File: config.mk
export PLATFORM = sky130hd
export DESIGN_NAME = bin_to_dec_seq_flat
export DESIGN_NICKNAME = d
export VERILOG_FILES = /design/src/rtl/bin_to_dec_seq_if.sv /design/src/rtl/bin_to_dec_seq.sv /design/src/flat_wrapper.sv
export SDC_FILE = /design/constraint.sdc
export NUM_CORES = 1
export LEC_CHECK = 0
export ABC_AREA = 1
export CORE_MARGIN = 8
export CORE_UTILIZATION = 40
export DETAILED_ROUTE_END_ITERATION = 8
export DONT_BUFFER_PORTS = 1
export GPL_TIMING_DRIVEN = 0
export HOLD_SLACK_MARGIN = 0.08
export PLACE_DENSITY = 0.53
export SLEW_MARGIN = 20
export SYNTH_ARGS = -nofsm -noshare
export SYNTH_HDL_FRONTEND = slang
export SYNTH_SLANG_ARGS = --single-unit
File: constraint.sdc
create_clock -name clk -period 6.29 [get_ports clk]
set_input_delay 0.629 -clock clk [delete_from_list [all_inputs] [get_ports clk]]
set_output_delay 0.629 -clock clk [all_outputs]
set_load 0.02 [all_outputs]
File: src/rtl/bin_to_dec_seq_if.sv
// bin_to_dec_seq_if: start/busy/ok handshake and result bus of the binary-to-BCD converter
interface bin_to_dec_seq_if #(
  parameter int BIN_W  = 12,
  parameter int DIGITS = 4
);
  logic                  st;
  logic [BIN_W-1:0]      BIN;
  logic [4*DIGITS-1:0]   DEC;
  logic                  busy;
  logic                  ok;
  logic                  ovf;
  logic [DIGITS-1:0]     blank;
  modport master (output st, BIN, input DEC, busy, ok, ovf, blank);
  modport slave  (input st, BIN, output DEC, busy, ok, ovf, blank);
endinterface

File: src/rtl/bin_to_dec_seq.sv
// bin_to_dec_seq: sequential binary-to-BCD by repeated weight subtraction, saturating overflow; leading-zero blanking when BIN2DEC_LZB_EN is defined
module bin_to_dec_seq #(
  parameter int BIN_W  = 12,
  parameter int DIGITS = 4
) (
  input  logic            clk,
  input  logic            rst_n,
  bin_to_dec_seq_if.slave bus
);
  function automatic int p10(input int n);
    int r = 1;
    for (int i = 0; i < n; i++) r = r * 10;
    return r;
  endfunction
  localparam int WW = $clog2(p10(DIGITS) + 1);
  localparam int CW = (BIN_W > WW ? BIN_W : WW) + 1;
  localparam int PW = DIGITS > 1 ? $clog2(DIGITS) : 1;
  localparam logic [CW-1:0] LIM = CW'(p10(DIGITS));
  typedef enum logic {IDLE, CONV} state_t;
  state_t              state, state_nx;
  logic [BIN_W-1:0]    rest;
  logic [PW-1:0]       ptr;
  logic [4*DIGITS-1:0] digs;
  logic [CW-1:0]       w_tab [DIGITS];
  logic [CW-1:0]       w;
  logic                ge, acc, ovr, fin;
  for (genvar g = 0; g < DIGITS; g++) begin : g_w
    assign w_tab[g] = CW'(p10(g));
  end
  assign w   = w_tab[ptr];
  assign ge  = CW'(rest) >= w;
  assign acc = state == IDLE && bus.st;
  assign ovr = CW'(bus.BIN) >= LIM;
  assign fin = state == CONV && !ge && ptr == '0;
  // state register
  always_ff @(posedge clk or negedge rst_n)
    if (!rst_n) state <= IDLE;
    else state <= state_nx;
  // next state: overflowing requests never leave IDLE
  always_comb
    state_nx = state == IDLE ? ((acc && !ovr) ? CONV : IDLE) : (fin ? IDLE : CONV);
  // handshake outputs
  always_comb
    bus.busy = state == CONV;
  // datapath: one subtract or digit step per cycle, result latched on completion
  always_ff @(posedge clk or negedge rst_n)
    if (!rst_n) begin
      rest    <= '0;
      ptr     <= '0;
      digs    <= '0;
      bus.DEC <= '0;
      bus.ovf <= 1'b0;
      bus.ok  <= 1'b0;
    end else begin
      bus.ok <= (acc && ovr) || fin;
      if (acc && ovr) begin
        bus.DEC <= {DIGITS{4'h9}};
        bus.ovf <= 1'b1;
      end else if (acc) begin
        rest <= bus.BIN;
        ptr  <= PW'(DIGITS - 1);
        digs <= '0;
      end else if (state == CONV) begin
        if (ge) begin
          rest <= rest - BIN_W'(w);
          digs[4*ptr +: 4] <= digs[4*ptr +: 4] + 4'd1;
        end else if (ptr != '0) ptr <= ptr - 1'b1;
        else begin
          bus.DEC <= digs;
          bus.ovf <= 1'b0;
        end
      end
    end
`ifdef BIN2DEC_LZB_EN
  logic [DIGITS-1:0] lzb;
  // digit k is blank when it and every digit above it are zero; digit 0 always shown
  always_comb begin
    lzb = '0;
    for (int k = 1; k < DIGITS; k++) lzb[k] = (digs >> (4 * k)) == '0;
  end
  // blank mask follows each ok; overflow shows all nines unblanked
  always_ff @(posedge clk or negedge rst_n)
    if (!rst_n) bus.blank <= '0;
    else if (acc && ovr) bus.blank <= '0;
    else if (fin) bus.blank <= lzb;
`else
  assign bus.blank = '0;
`endif
endmodule

File: src/flat_wrapper.sv
// flat-port wrapper written by rule: the top's interface ports become plain ports
module bin_to_dec_seq_flat 
#(
  parameter int BIN_W  = 12,
  parameter int DIGITS = 4
)
  (clk, rst_n, bus_st, bus_BIN, bus_DEC, bus_busy, bus_ok, bus_ovf, bus_blank);
  bin_to_dec_seq_if #(.BIN_W(BIN_W), .DIGITS(DIGITS)) bus_i ();
  input  logic clk;
  input  logic rst_n;
  input wire logic [$bits(bus_i.st)-1:0] bus_st;
  input wire logic [$bits(bus_i.BIN)-1:0] bus_BIN;
  output wire logic [$bits(bus_i.DEC)-1:0] bus_DEC;
  output wire logic [$bits(bus_i.busy)-1:0] bus_busy;
  output wire logic [$bits(bus_i.ok)-1:0] bus_ok;
  output wire logic [$bits(bus_i.ovf)-1:0] bus_ovf;
  output wire logic [$bits(bus_i.blank)-1:0] bus_blank;
  assign bus_i.st = bus_st;
  assign bus_i.BIN = bus_BIN;
  assign bus_DEC = bus_i.DEC;
  assign bus_busy = bus_i.busy;
  assign bus_ok = bus_i.ok;
  assign bus_ovf = bus_i.ovf;
  assign bus_blank = bus_i.blank;
  bin_to_dec_seq #(.BIN_W(BIN_W), .DIGITS(DIGITS)) u_core (.clk(clk), .rst_n(rst_n), .bus(bus_i));
endmodule
Word level (Yosys, flattened, before mapping)
Cells that the tools add are included.

Register bits after elaboration: 48. Word-level logic and storage cells: 50. Output and inout bits: 23.

Eq/ne operators: 1. Add/sub/neg operators: 4. Shift operators: 3. Order comparisons: 2. Multiplexer cells: 17. Reductions and logical operators: 12. Bitwise operators: 5.

Operators with widths (number): 2-to-1 mux 16 bit (3); 2-to-1 mux 12 bit (3); negation 4 -> 34 bit (1); variable shift 4 x 34 -> 16 bit, first input constant (1); variable part select 4 x 34 -> 16 bit (1); binary-select mux 15 bit (select 2 bit) (1); 2-to-1 mux 15 bit (2); bitwise mux 16 bit (1); variable part select 16 x 5 -> 4 bit (1); >= comparator 12 x 15 -> 1 bit (1); subtractor 12 bit (1); 2-to-1 mux 2 bit (4); nonzero test 2 bit (4); adder 4 x 1 -> 4 bit, second input constant (1); NOT 1 bit (4); AND reduction 4 bit (1); >= comparator 3 bit, second input constant (1); logical AND 1 bit (3); 2-to-1 mux 1 bit (3); NOT 2 -> 3 bit (1); AND reduction 3 bit (1); logical NOT 2 bit (1); != test 2 bit, second input constant (1); AND reduction 2 bit (1); other kinds (2) (2).

Logic depth before layout (Yosys ltp)
Gate-level depths: netlist (run 1).

Word-level depth: 10. Mapped depth: 17.

Least setup slack after synthesis (run 1)
No wires, ideal clock.

Path type: register -> register. Start: register u_core.ptr[1]. End: register u_core.rest[6]. Cell stages (with the launch flop): 13. Arrival: 2.394 ns. Period minus slack after synthesis: 2.510 ns. Path slack: 3.780 ns. Path through: dfrtp_1 > clkinv_1 > ha_1 > ha_1 > fa_1 > o21ai_0 > nand3_1 > nand2_1 > nand2_1 > nand3_1 > nand2_1 > nand2_1 > nand2_1.

Cells in the longest elaborated chain, start to end: 8.

RTL lines: start: declaration (RTL line bin_to_dec_seq.sv:22) `logic [PW-1:0] ptr;`; start signal: assignment (RTL line bin_to_dec_seq.sv:61) `ptr <= PW'(DIGITS - 1);`; start signal: assignment (RTL line bin_to_dec_seq.sv:67) `end else if (ptr != '0) ptr <= ptr - 1'b1;`; NOT 2 -> 3 bit (not written as such) (*) (RTL line bin_to_dec_seq.sv:30) `assign w = w_tab[ptr];`; binary-select mux 15 bit (select 2 bit) (*) (RTL line bin_to_dec_seq.sv:30); 2-to-1 mux 15 bit (not written as such) (*) (2 in series) (RTL line bin_to_dec_seq.sv:30); subtractor 12 bit (RTL line bin_to_dec_seq.sv:65) `rest <= rest - BIN_W'(w);`; 2-to-1 mux 12 bit (RTL line bin_to_dec_seq.sv:64) `if (ge) begin`; 2-to-1 mux 12 bit (RTL line bin_to_dec_seq.sv:63) `end else if (state == CONV) begin`; 2-to-1 mux 12 bit (RTL line bin_to_dec_seq.sv:59) `end else if (acc) begin`; end signal: assignment (RTL line bin_to_dec_seq.sv:60) `rest <= bus.BIN;`; end signal: assignment (RTL line bin_to_dec_seq.sv:65); end: declaration (RTL line bin_to_dec_seq.sv:21) `logic [BIN_W-1:0] rest;`.

Every way passes the cells marked *; elsewhere a longest branch is shown, timed or not. The select of a mux whose other input is x is not followed. A chain may end at the register's enable or synchronous reset.

Worst setup path in the final report (run 1)
Ends and elaborated chain as after synthesis.

==> results of run 1 <==
worst max-delay path by stage:
stage / start / end / slack [ns] / depth (start not counted)
final: u_core.ptr[1] / u_core.rest[6] / 3.25 / 12
after detailed placement: u_core.ptr[1] / u_core.rest[6] / 3.28 / 12
after global routing: u_core.ptr[1] / u_core.rest[6] / 3.04 / 12
after floorplan: u_core.ptr[1] / u_core.rest[6] / 3.78 / 12
after CTS: u_core.ptr[1] / u_core.rest[6] / 3.26 / 12
after global placement: u_core.ptr[1] / u_core.rest[6] / 3.27 / 12
synth_stat cells, drive strengths merged:
master / number
a21oi: 9
a31oi: 1
buf: 13
clkbuf: 4
clkinv: 1
conb: 1
dfrtp: 48
fa: 1
ha: 14
inv: 28
nand2: 176
nand2b: 1
nand3: 30
nand3b: 3
nand4: 5
nor2: 26
nor3: 5
nor4: 1
o21ai: 48
o21bai: 1
or2: 1
xnor2: 1
xor2: 3
worst max-delay path, cell delays in order (launching register included):
cell and delay, ns:
dfrtp_1 0.54, clkinv_1 0.41, ha_1 0.40, ha_1 0.27, fa_1 0.46, o21ai_0 0.38
nand3_1 0.16, nand2_1 0.09, nand2_1 0.04, nand3_1 0.06, nand2_1 0.05, nand2_1 0.05
nand2_1 0.04
cells in the final DEF, fill, tap and decap left out, drive strengths merged, types with 2 or more instances in the layout:
master,instances
clkbuf,10
conb,5
nor3,5
nand2,176
dfrtp,48
inv,28
o21ai,48
nand3b,3
nand3,30
ha,14
nand4,5
buf,14
clkinv,2
nor2,26
a21oi,9
xor2,3
stage by stage:
step	hold WS (ns)	power [mW]	worst slack, ns	cells	util [%]
after floorplan	0.3334	1.514	3.780	425	-
after global placement	0.3352	1.774	3.272	527	42.60
after detailed placement	0.3351	1.789	3.277	527	42.60
after CTS	0.1739	2.028	3.262	536	44.38
after global routing	0.1661	2.225	3.039	536	44.38
final	0.1618	2.013	3.249	536	44.38
state kept, by name (all words and copies together), names as in the netlist:
name,cells
u_core.bus.ok,1
u_core.digs,16
u_core.ptr,2
u_core.bus.busy,1
u_core.rest,12
u_core.bus.DEC,16
power breakdown:
part | internal [mW] | total [mW] | leakage, nW | switching (mW)
combinational | 0.442 | 1.26 | 1.05 | 0.819
sequential | 0.413 | 0.527 | 0.630 | 0.114
clock | 0.118 | 0.225 | 0.0552 | 0.107
total | 0.973 | 2.01 | 1.73 | 1.04
cells by family (layout without fill, tap and decap cells):
kind of cell / count (synthesis) / in the layout
simple gates: 248 / 248
compound gates: 59 / 59
flops: 48 / 48
buf+inv: 46 / 55
fa+ha+maj: 15 / 15
xor+xnor: 4 / 4
other cells: 1 / 5
routing by layer:
layer,GRT usage [%],part of all wire [%]
met3,3.160,3.3
met1,17.29,45
met2,27.18,51
met5,0,0
met4,3.723,1.2
cell type report:
class,count,area share (%)
plain buffers,17,3.706
clock buffers,6,2.150
clock inverters,2,1.038
inverters,29,3.225
multi-input cells,331,49.70
flip-flops and latches,48,35.58
well taps,102,3.781
repair buffers,1,0.8154
==> out/qor.csv, run 1 <==
stage,metric,value,unit
run_status,outcome,"complete, no violations",
layout,seq_area,1201,um^2
drt,viasPerCell,4.989,
timing,slew_viol_final,0,
logic_synthesis,synthAdderAreaFrac,6.300,%
logic_synthesis,synthCells,421,
global_route,antenna_found_initial,0,
clocking,cts_buffer_depth,2,
drt,via_count,2674,
clocking,post_cts_buffers,0,
timing,setup_violations,0,
layout,layout.filler_cells,817,
global_route,grt_overflow,0,
floorplan,die_h,104.0,um
logic_synthesis,yosys.area.top_type,dfrtp_1,
setup_path,critPathMaxFanout,11,
floorplan,rows,32,
floorplan,io_pins,38,
layout,antenna_cells,0,
logic_synthesis,syn_area_per_cell,7.359,um^2
timing,clock.fmax,0.3288,GHz
placement,placed_area,3241,um^2
timing,tns,0,ns
floorplan,die_w,104.0,um
global_route,grt_pass1_wl,13.41,mm
layout,finalInstanceArea,3376,um^2
clocking,cts_hold_buf,1,
logic_synthesis,synthTopCellsByArea,"dfrtp_1, nand2_1, ha_1",
timing,min_period,3.041,ns
timing,rsz0062_at_grt,no,
clocking,cts_root_buf,clkbuf_8,
timing,fin_crit_sh,48.35,%
global_route,grt_pass1_vias,2755,
setup_path,r2r_cells,12,
drt,firstDrtPassIters,4,
logic_synthesis,synthMuxAreaShare,0,%
setup_path,arrival,3.24,ns
pwr,p_per_area,596.4,nW/um^2
clocking,cts-htree-levels,2,
setup_path,end_kind,register,
setup_path,startpoint_type,register,
clocking,numCtsBuffers,5,
placement,dp_hpwl,5.867,mm
placement,portBuffers,0,
logic_synthesis,synth.distinct_cells,35,
drt,avgRoutedWirePerCell,14.45,um
timing,hold_viol,0,
logic_synthesis,synthXorXnorAreaFrac,1.131,%
drt,totalWireLength,7.743,mm
clocking,cts_tree,yes,
logic_synthesis,ys_seq_area_share,38.77,%
timing,worst_pin_slew,0.6674,ns
logic_synthesis,synth_top_cell_area_share,38.77,%
layout,nNetsFinal,463,
drt,ant_nets,0,
global_route,grt_util_all_layers,14.94,%
drt,drc,0,
layout,area_growth,8.966,%
clocking,cts_sinks,48,
setup_path,worstPathRequired,6.49,ns
logic_synthesis,synth-compound-area-share,9.774,%
logic_synthesis,synth_top_family_by_area,simple AND/OR/NAND/NOR gates,
logic_synthesis,yosys_warnings,0,
logic_synthesis,synthSimpleGateAreaFrac,36.35,%
timing,slew_headroom,55.34,%
logic_synthesis,synth-seq-cells,48,
layout,multi_input_area,1678,um^2
layout,drive_gt1_share,8.986,%
setup_path,reg2reg_slack,3.25,ns
worst_hold_path,hold_class,primary input to async pin,
logic_synthesis,syn_area,3098,um^2
job,max_cap_violations,0,
drt,drt_iter0_markers,63,
floorplan,start_util,40.72,%
floorplan,coreArea,7607,um^2
setup_path,rr_endpoint,u_core.rest[6],
clocking,clkTransAtPathRegs,0.10,ns
placement,place.gp.congestion,0.9472,
setup_path,r2r-start,u_core.ptr[1],
timing,fin_skew,0.01077,ns
setup_path,worstSetupPathType,register to register,
clocking,clkLatencyLatePin,0.31,ns
global_route,grt_max_degree,49,
pwr,peakVddDrop,248.5,uV
clocking,cts_resized,0,
floorplan,die_area,10820,um^2
pwr,p_leak,1.731,nW
(Power assumes the default switching activity.)
==> run 2, diff against run 1 <==
==> constraint.sdc (replaced) <==
create_clock -name clk -period 2.8 [get_ports clk]
set_input_delay 0.28 -clock clk [delete_from_list [all_inputs] [get_ports clk]]
set_output_delay 0.28 -clock clk [all_outputs]
set_load 0.02 [all_outputs]
==> run 2 against run 1 <==
Compared with the run above: non-clock buffer count rose by 1; hold slack got worse by 0.012 ns; clock-buffer cell count did not move; total power rose by 130%; clock power rose by 120%; sequential power rose by 130%; register-to-register slack got worse by 3.1 ns; routed wire length rose by 1.2%; clock skew fell by 0.0031 ns; largest cell class unchanged; sequential share of layout area fell by 0.52 points; design area rose by 1.6%.
==> out/qor.csv, run 2 (synthesis results as in run 1) <==
stage,metric,value,unit
run_status,outcome,"complete, no violations",
timing,hold_viol,0,
timing,tns,0,ns
setup_path,worst_path_max_delay_cell,fa_1,
clocking,numCtsBuffers,5,
clocking,cts_root_buf,clkbuf_8,
timing,min_period,2.617,ns
layout,seq_area,1202,um^2
setup_path,path_common_cell,nand2_1,
drt,firstDrtPassIters,4,
setup_path,startpoint_type,register,
clocking,clkTransAtPathRegs,0.09,ns
layout,area_growth,10.70,%
clocking,post_cts_buffers,0,
clocking,cts_buffer_depth,2,
layout,final_cells,537,
floorplan,coreArea,7607,um^2
pwr,p_per_area,1351,nW/um^2
clocking,clkLatencyLatePin,0.31,ns
setup_path,reg2reg_slack,0.18,ns
floorplan,rows,32,
floorplan,die_w,104.0,um
drt,drc,0,
floorplan,die_h,104.0,um
setup_path,end_kind,register,
drt,drt_iter0_markers,56,
drt,ant_nets,0,
drt,via_count,2661,
timing,hold_slack,0.1499,ns
placement,place.gp.congestion,0.9472,
floorplan,start_util,40.72,%
setup_path,worstSetupPathType,register to register,
timing,rsz0062_at_grt,no,
layout,antenna_cells,0,
global_route,grt_max_degree,49,
drt,avgRoutedWirePerCell,14.59,um
setup_path,critPathMaxFanout,12,
floorplan,die_area,10820,um^2
clocking,cts_tree,yes,
layout,final_cell_mix,"nand2_1, dfrtp_1, nand3_1",
layout,multi_input_area,1710,um^2
placement,dp_cells,527,
floorplan,io_pins,38,
timing,fin_skew,0.007684,ns
layout,mostFrequentLayoutCell,nand2_1,
pwr,p_leak,1.744,nW
layout,top_regs,"u_core.bus.DEC x16, u_core.digs x16, u_core.rest x12",
timing,clock.fmax,0.3821,GHz
clocking,cts-htree-levels,2,
pwr,peakVddDrop,607.7,uV
drt,totalWireLength,7.834,mm
setup_path,crit_chain,clkbuf_4 -> inv_1 -> buf_6 -> ha_1 -> ha_1 -> fa_1 -> o21ai_2 -> nand3_1 -> nand2_1 -> nand2_1 -> nand3_1 -> nand2_1 -> nand2_1 -> nand2_1,
layout,drive_gt1_share,10.57,%
layout,nNetsFinal,464,
setup_path,arrival,2.82,ns
timing,setup_violations,0,
placement,portBuffers,0,
worst_hold_path,hold_class,primary input to register,
layout,layout.filler_cells,809,
timing,worst_pin_slew,0.6627,ns
timing,fin_crit_sh,93.46,%
timing,slew_headroom,55.66,%
global_route,grt_overflow,0,
global_route,grt_pass1_vias,2733,
global_route,antenna_found_initial,0,
drt,viasPerCell,4.955,
job,max_cap_violations,0,
placement,dp_hpwl,5.867,mm
clocking,cts_sinks,48,
global_route,grt_pass1_wl,13.44,mm
setup_path,worstPathRequired,3.00,ns
timing,slew_viol_final,0,
setup_path,slowest_delay,0.49,ns
global_route,grt_util_all_layers,14.93,%
[run 2: cell types whose count changed in the layout (fill, tap and decap cells not counted), sizes merged]
cell and delta:
clkbuf +1, buf -1, dlygate4sd3 +1
[run 2: worst paths after layout]
check	start	endpoint	depth (start not counted)
setup / recovery	u_core.ptr[0]	u_core.rest[6]	14
hold / removal	bus_st	u_core.bus.busy	2
setup reg to reg	u_core.ptr[0]	u_core.rest[6]	14
hold reg to reg	u_core.rest[6]	u_core.rest[6]	2
max in group asynchronous	rst_n	u_core.ptr[1]	2
min in group asynchronous	rst_n	u_core.bus.DEC[2]	2
[run 2: what timing repair did]
| action | CTS | global route |
|---|---|---|
| endpoints found under the setup margin | 25 | 45 |
| gates resized for setup | 4 | 10 |
| endpoints found under the hold margin | 48 | 0 |
| hold buffers | 2 | 0 |
[run 2: through the flow]
stage	area (um^2)	utilization (%)	power (mW)	setup slack, ns
final	3430	45.08	4.634	0.1832
after global routing	3430	45.08	5.115	0.02957
after CTS	3393	44.61	4.580	0.009991
after detailed placement	3241	42.60	4.018	-0.2133
after global placement	3241	42.60	3.984	-0.2178
after floorplan	3113	-	3.402	0.2900
[run 2: metal layers]
layer  up-vias  global-route usage (%)  wire length (um)
met4         0                   3.723                85
met2        51                   26.67              3978
met3         8                   3.160               321
met1      1231                   17.69              3448
met5         -                       0                 0
li1       1371                       -                 -
[run 2: critical path, delay by kind of cell (launching register included)]
kind                     cells  cell delay, ns
buffers and inverters        3            0.42
AND/OR/NAND/NOR              7            0.44
adder cells (fa/ha/maj)      3            1.05
flip-flops                   1            0.38
AO/OA/AOI/OAI                1            0.22
[run 2: cell type report]
type	count	area share, %
multi-input combinational	331	49.87
inverter	29	3.211
buffer	17	3.904
clock buffer	6	2.116
sequential	48	35.06
clock inverter	2	1.022
timing repair buffer	2	1.094
tap	102	3.721
[run 2: power by group]
group	internal [mW]	switching [mW]
combinational	1.06	1.88
clock	0.265	0.240
sequential	0.930	0.261
==> run 3, diff against run 2 <==
--- a/config.mk
+++ b/config.mk
@@ -8,6 +8,7 @@
 export ABC_AREA = 1
 export CORE_MARGIN = 8
 export CORE_UTILIZATION = 40
+export CTS_BUF_LIST = sky130_fd_sc_hd__clkbuf_16
 export DETAILED_ROUTE_END_ITERATION = 8
 export DONT_BUFFER_PORTS = 1
 export GPL_TIMING_DRIVEN = 0
==> run 3 against run 2 <==
Compared with the run above: largest cell class unchanged; die area stayed put; first-iteration DRC count is 29% higher; register-to-register slack hardly changed; routed wire length is 1.1% lower.
==> out/qor.csv, run 3 (synthesis results as in run 1) <==
stage,metric,value,unit
pwr,internal_power,2.406,mW
floorplan,die_area,10820,um^2
setup_path,r2r-start,u_core.ptr[0],
setup_path,critPathMaxFanout,12,
layout,layout.filler_cells,800,
layout,finalInstanceArea,3486,um^2
clocking,clkLatencyLatePin,0.28,ns
timing,clock.fmax,0.3820,GHz
pwr,netSwitchingPower,2.387,mW
pwr,finalPower,4.793,mW
clocking,clkTransAtPathRegs,0.06,ns
layout,final_cell_mix,"nand2_1, dfrtp_1, inv_1, nand3_1",
timing,hold_viol,0,
clocking,cts_tree,yes,
layout,nNetsFinal,464,
job,max_cap_violations,0,
pwr,power_frac_comb,61.3,%
timing,min_period,2.618,ns
drt,avgRoutedWirePerCell,14.42,um
drt,via_count,2634,
drt,drc,0,
global_route,grt_max_degree,49,
setup_path,startpoint_type,register,
setup_path,cp_num_cells,14,
floorplan,die_h,104.0,um
timing,tns,0,ns
layout,seq_area,1202,um^2
setup_path,path_common_cell,nand2_1,
timing,rsz0062_at_grt,no,
setup_path,worstSetupPathType,register to register,
pwr,switching_share,49.80,%
timing,fin_crit_sh,93.49,%
layout,top_regs,"u_core.bus.DEC x16, u_core.digs x16, u_core.rest x12",
setup_path,worst_path_max_delay_cell,fa_1,
layout,antenna_cells,0,
timing,worst_pin_slew,0.6683,ns
layout,drive_gt1_share,10.57,%
global_route,grt_pass1_vias,2752,
timing,fin_ws,0.1822,ns
timing,setup_violations,0,
drt,viasPerCell,4.905,
setup_path,r2r_cells,14,
setup_path,crit_start,u_core.ptr[0],
clocking,cts_buffer_depth,2,
placement,post-place-ws,-0.2133,ns
placement,placed_area,3241,um^2
setup_path,worstPathRequired,2.98,ns
pwr,power_frac_clock,13.9,%
timing,slew_headroom,55.28,%
clocking,post_cts_buffers,0,
drt,totalWireLength,7.745,mm
placement,dp_hpwl,5.867,mm
placement,place.gp.congestion,0.9472,
run_status,outcome,"complete, no violations",
drt,ant_nets,0,
layout,multi_input_area,1710,um^2
setup_path,cp-endpoint,u_core.rest[6],
global_route,grt_overflow,0,
global_route,grt_util_all_layers,14.88,%
setup_path,cp_top_family,adder cells,
setup_path,rr_endpoint,u_core.rest[6],
global_route,grt_pass1_wl,13.41,mm
placement,dp_cells,527,
timing,slew_viol_final,0,
layout,mostFrequentLayoutCell,nand2_1,
setup_path,crit_buf_inv,3,
floorplan,io_pins,38,
global_route,antenna_found_initial,0,
setup_path,arrival,2.80,ns
drt,drt_iter0_markers,72,
drt,firstDrtPassIters,4,
floorplan,start_util,40.72,%
clocking,numCtsBuffers,5,
setup_path,slowest_delay,0.48,ns
pwr,peakVddDrop,616.1,uV
floorplan,coreArea,7607,um^2
worst_hold_path,hold_class,primary input to register,
layout,area_growth,12.52,%
setup_path,crit_chain,clkbuf_4 -> inv_1 -> buf_6 -> ha_1 -> ha_1 -> fa_1 -> o21ai_2 -> nand3_1 -> nand2_1 -> nand2_1 -> nand3_1 -> nand2_1 -> nand2_1 -> nand2_1,
clocking,cts_root_buf,clkbuf_16,
placement,portBuffers,0,
clocking,cts-htree-levels,2,
pwr,p_leak,1.774,nW
setup_path,reg2reg_slack,0.18,ns
layout,final_cells,537,
floorplan,die_w,104.0,um
pwr,p_per_area,1375,nW/um^2
timing,fin_skew,0.003068,ns
floorplan,rows,32,
clocking,cts_sinks,48,
setup_path,end_kind,register,
pwr,pwr-share-seq,24.9,%
## run 3: how the worst min path moves through the flow
stage	startpoint	slack [ns]	depth (start not counted)	end
5_1_grt	bus_st	0.21	2	u_core.bus.busy
2_1_floorplan	rst_n	-0.02	0	u_core.bus.DEC[0]
6_report	bus_st	0.18	2	u_core.bus.busy
3_5_place_dp	rst_n	-0.01	0	u_core.bus.DEC[0]
4_1_cts	bus_st	0.17	2	u_core.bus.busy
3_3_place_gp	rst_n	-0.01	0	u_core.bus.DEC[0]
## run 3: cell type report
cell class	instances	share of cell area, %
Multi-Input combinational cell	331	49.07
Sequential cell	48	34.49
Buffer	17	3.841
Tap cell	102	3.661
Clock buffer	5	3.589
Inverter	29	3.159
Clock inverter	3	1.113
Timing Repair Buffer	2	1.077
## run 3: routing by layer
metal | GRT usage [%] | part of all wire, % | vias to the layer above
met5 | 0 | 0 | -
met4 | 3.723 | 0.59 | 0
met3 | 2.974 | 3.4 | 4
met2 | 26.76 | 52 | 40
met1 | 17.57 | 44 | 1215
li1 | - | - | 1375
## run 3: power by group through the flow
stage	Sequential (mW)	Combinational, mW	Clock (mW)
after floorplan	1.15	2.25	0
after global placement	1.20	2.78	0
after detailed placement	1.20	2.82	0
after CTS	1.19	2.87	0.690
after global routing	1.23	3.34	0.716
final	1.19	2.94	0.665
## run 3: what timing repair did
item | in CTS | in global routing
hold endpoints to repair | 48 | 0
resized for setup | 4 | 10
endpoints found under the setup margin | 22 | 45
hold buffers | 2 | 0
## run 3: through the flow
stage,util (%),hold slack [ns]
finish,45.82,0.1769
global placement,42.60,-0.01381
detailed placement,42.60,-0.01395
CTS,45.35,0.1730
global route,45.82,0.2069
floorplan,-,-0.01559
==> RTL change 1, RTL diff (flow settings as in run 3) <==
Add a define of `BIN2DEC_LZB_EN`.
--- a/src/rtl/bin_to_dec_seq.sv
+++ b/src/rtl/bin_to_dec_seq.sv
@@ -1,2 +1,4 @@
 // bin_to_dec_seq: sequential binary-to-BCD by repeated weight subtraction, saturating overflow; leading-zero blanking when BIN2DEC_LZB_EN is defined
+`define BIN2DEC_LZB_EN
+
 module bin_to_dec_seq #(
Function: changed (Yosys sat finds a counterexample within 10 cycles, from zero or initial values and one cycle with rst_n low).
==> RTL change 1 against run 3 <==
Utilization up 0.65 points; maximum frequency fell by 0.15%; wire length increased by 0.84%; count of clock-buffer cells in the layout did not move; largest cell class unchanged; clock skew increased by 0.69 ps; sequential cell count up 3; worst setup slack lost 3.8 ps; area after synthesis increased by 1.9%; final area up 2.5%; power increased by 7.6%.
==> RTL change 1: results (changes against run 3) <==
slowest stage cell, crit path dfrtp_1 (was fa_1); status complete, no violations (unchanged); Post-DP Area 0.00329 sq mm (was 0.00324 sq mm); First DRT Iteration DRCs 84 (was 72); H-Tree Depth 2 (unchanged); Peak VDD IR 679 uV (was 616 uV); Post-Place Setup Slack -34.3 ps (was -213 ps); gr usage total 14.3% (was 14.9%); met2 WL 4.14 mm (was 4.01 mm); post-synthesis async set-or-reset flop share 100% (unchanged); first-pass GRT wire length 13.0 mm (was 13.4 mm); max incr delay on CP 370 ps (was 480 ps); Layout Skew 3.75 ps (was 3.07 ps); Inst Count DP 534 (was 527); pin count of the biggest net entering global routing 52 (was 49); HP Start bus_BIN[9] (was bus_st); fin cells 548 (was 537); Resize count post-CTS 1 (was 4); fin nets 476 (was 464); CP top delay family simple AND/OR/NAND/NOR gates (was adder cells); GR Util met2 26.9% (was 26.8%); Hold EP u_core.rest[9] (was u_core.bus.busy); worst flop-to-flop path endpoint u_core.bus.DEC[13] (was u_core.rest[6]); post-synth cell types 38 (was 35); static leakage 1.79 nW (was 1.77 nW); WHS Path Cells 4 (was 2); WL met1 3.33 mm (was 3.43 mm); Worst Reg-to-Reg Cells 17 (was 14); met1 Usage GRT 16.0% (was 17.6%); number of fill cells in the layout 814 (was 800); vias in the first global route 2700 (was 2752); switching power 2.55 mW (was 2.39 mW); Post-synth top cells nand2_1, dfrtp_1, inv_1 (was nand2_1, dfrtp_1, inv_1, nand3_1, o21ai_0); met3 Track Usage GR 3.07% (was 2.97%); share of post-route cells with drive strength above 1 11.4% (was 10.6%); DP HPWL 5.82 mm (was 5.87 mm); Hold Slack 198 ps (was 177 ps); Synth Instances 431 (was 421); DR WL/cell 14.3 microns (was 14.4 microns); Routed met3 length 276 microns (was 260 microns); cell area after layout 0.00357 sq mm (was 0.00349 sq mm)
==> RTL change 1: cell types whose count changed after synthesis, sizes merged, moves of 2 or more <==
cell	change
nand2	+16
o21ai	-15
inv	+5
buf	-3
dfrtp	+3
clkbuf	-2
nand4	+2
nor3	+2
==> RTL change 1: worst max path at each step <==
stage	from	endpoint	slack, ps	cells past startpoint
global route	u_core.ptr[0]	u_core.bus.DEC[4]	-4	17
CTS	u_core.ptr[1]	u_core.rest[5]	9	15
finish	u_core.ptr[0]	u_core.bus.DEC[13]	180	17
floorplan	u_core.ptr[0]	u_core.bus.blank[2]	400	17
global placement	u_core.ptr[0]	u_core.rest[8]	-30	14
detailed placement	u_core.ptr[0]	u_core.rest[8]	-30	14
==> RTL change 1: power groups by stage <==
stage	Combinational, mW	Clock, mW	Sequential [mW]
2_1_floorplan	2.37	0	1.30
3_3_place_gp	2.89	0	1.37
3_5_place_dp	2.93	0	1.37
4_1_cts	2.97	0.706	1.36
5_1_grt	3.59	0.723	1.40
6_report	3.12	0.678	1.36
==> RTL change 1: logic make-up after synthesis <==
group                      count (synthesis)  synth area share (%)
and+or+nand+nor                          268                  37.2
DFF                                       51                  40.4
AOI/OAI and AO/OA                         46                  8.12
buffers and inverters                     46                  6.85
adders and majority gates                 15                  6.18
xor gates and xnor gates                   4                  1.11
other                                      1                 0.119
==> RTL change 1: area by class of cell <==
class / count / area share, %
Tap cell: 102 / 3.57
Buffer: 12 / 2.59
Multi-Input combinational cell: 335 / 47.7
Inverter: 34 / 3.75
Clock buffer: 5 / 3.50
Clock inverter: 2 / 1.05
Sequential cell: 51 / 35.8
Timing Repair Buffer: 7 / 2.10
==> RTL change 2, RTL diff (flow settings as in run 3) <==
Without the edit above. `BIN_W` is set to 12 in 3 places; all go to 6.
--- a/src/rtl/bin_to_dec_seq_if.sv
+++ b/src/rtl/bin_to_dec_seq_if.sv
@@ -2,3 +2,3 @@
 interface bin_to_dec_seq_if #(
-  parameter int BIN_W  = 12,
+  parameter int BIN_W  = 6,
   parameter int DIGITS = 4
--- a/src/rtl/bin_to_dec_seq.sv
+++ b/src/rtl/bin_to_dec_seq.sv
@@ -2,3 +2,3 @@
 module bin_to_dec_seq #(
-  parameter int BIN_W  = 12,
+  parameter int BIN_W  = 6,
   parameter int DIGITS = 4
--- a/src/flat_wrapper.sv
+++ b/src/flat_wrapper.sv
@@ -3,3 +3,3 @@
 #(
-  parameter int BIN_W  = 12,
+  parameter int BIN_W  = 6,
   parameter int DIGITS = 4
Ports: changed (resized bus_BIN); port bits go from 38 to 32. No check against the original RTL was run, so the function may have changed too.
==> RTL change 2 against run 3 <==
Non-clock buffer count is 5 lower; wire length is 30% lower; sequential power is 16% lower; count of clock-buffer cells in the layout stayed put; worst setup slack better by 150 ps; first-iteration DRC count is 9.7% higher; sequential cell count is 6 lower; area after synthesis is 20% lower; power is 32% lower; final area is 21% lower; critical path type unchanged; largest cell class unchanged.
==> RTL change 2: results (changes against run 3) <==
post-synth cell types 28 (was 35); sequential area share after synthesis 42.5% (was 38.8%); static leakage 1.42 nW (was 1.77 nW); Final GP Congestion 0.834 (was 0.947); worst flop-to-flop path endpoint u_core.bus.DEC[10] (was u_core.rest[6]); DP HPWL 4.05 mm (was 5.87 mm); CP top delay family buffers and inverters (was adder cells); Hold Slack 202 ps (was 177 ps); status complete, no violations (unchanged); Top Registers u_core.bus.DEC (16), u_core.digs (16), u_core.rest (6) (was u_core.bus.DEC (16), u_core.digs (16), u_core.rest (12)); top post-synthesis cells by area dfrtp_1, nand2_1, ha_1, inv_1, o21ai_2 (was dfrtp_1, nand2_1, ha_1, nand3_1, o21ai_0); switching power 1.56 mW (was 2.39 mW); Synth Area in Compound Gates 10.5% (was 9.77%); Synth Area in XOR/XNOR 0% (was 1.13%); Worst EP arrival 2640 ps (was 2800 ps); Peak VDD IR 666 uV (was 616 uV); relative max-transition margin 57.0% (was 55.3%); Resize count post-CTS 0 (was 4); slowest stage cell, crit path dfrtp_1 (was fa_1); fin nets 350 (was 464); gr usage total 13.0% (was 14.9%); met1 Usage GRT 15.8% (was 17.6%); Post-DP Area 0.00258 sq mm (was 0.00324 sq mm); WL met1 2.44 mm (was 3.43 mm); Post-synth top cells nand2_1, dfrtp_1, inv_1 (was nand2_1, dfrtp_1, inv_1, nand3_1, o21ai_0); FF-to-FF setup slack 330 ps (was 180 ps); Post-Synth Adder-Cell Area 6.37% (was 6.30%); WHS Path Cells 4 (was 2); fmax 406 MHz (was 382 MHz); Synth Instances 316 (was 421); max incr delay on CP 460 ps (was 480 ps); Inst Count DP 395 (was 527); routed vias/inst 4.76 (was 4.91); First DRT Iteration DRCs 79 (was 72); met2 WL 2.67 mm (was 4.01 mm); Routed met3 length 227 microns (was 260 microns)
==> RTL change 2: layout make-up <==
class	count	area, sq um
repair buffers	2	37.5
plain buffers	12	123
fillers	609	3190
inverters	38	143
multi-input cells	228	1170
clock inverters	3	16.3
well taps	75	93.8
flip-flops and latches	42	1050
clock buffers	5	125
==> RTL change 2: cells by family after synthesis <==
group,after synthesis
adders and majority gates,12
and+or+nand+nor,169
AOI/OAI and AO/OA,42
other,1
buffers and inverters,50
DFF,42
==> RTL change 2: power groups by stage <==
| stage | Clock [mW] | Sequential, mW | Combinational, mW |
|---|---|---|---|
| 3_5_place_dp | 0 | 1.02 | 1.71 |
| 3_3_place_gp | 0 | 1.02 | 1.69 |
| 6_report | 0.563 | 1.00 | 1.71 |
| 2_1_floorplan | 0 | 0.978 | 1.39 |
| 4_1_cts | 0.577 | 1.01 | 1.74 |
| 5_1_grt | 0.603 | 1.03 | 2.00 |
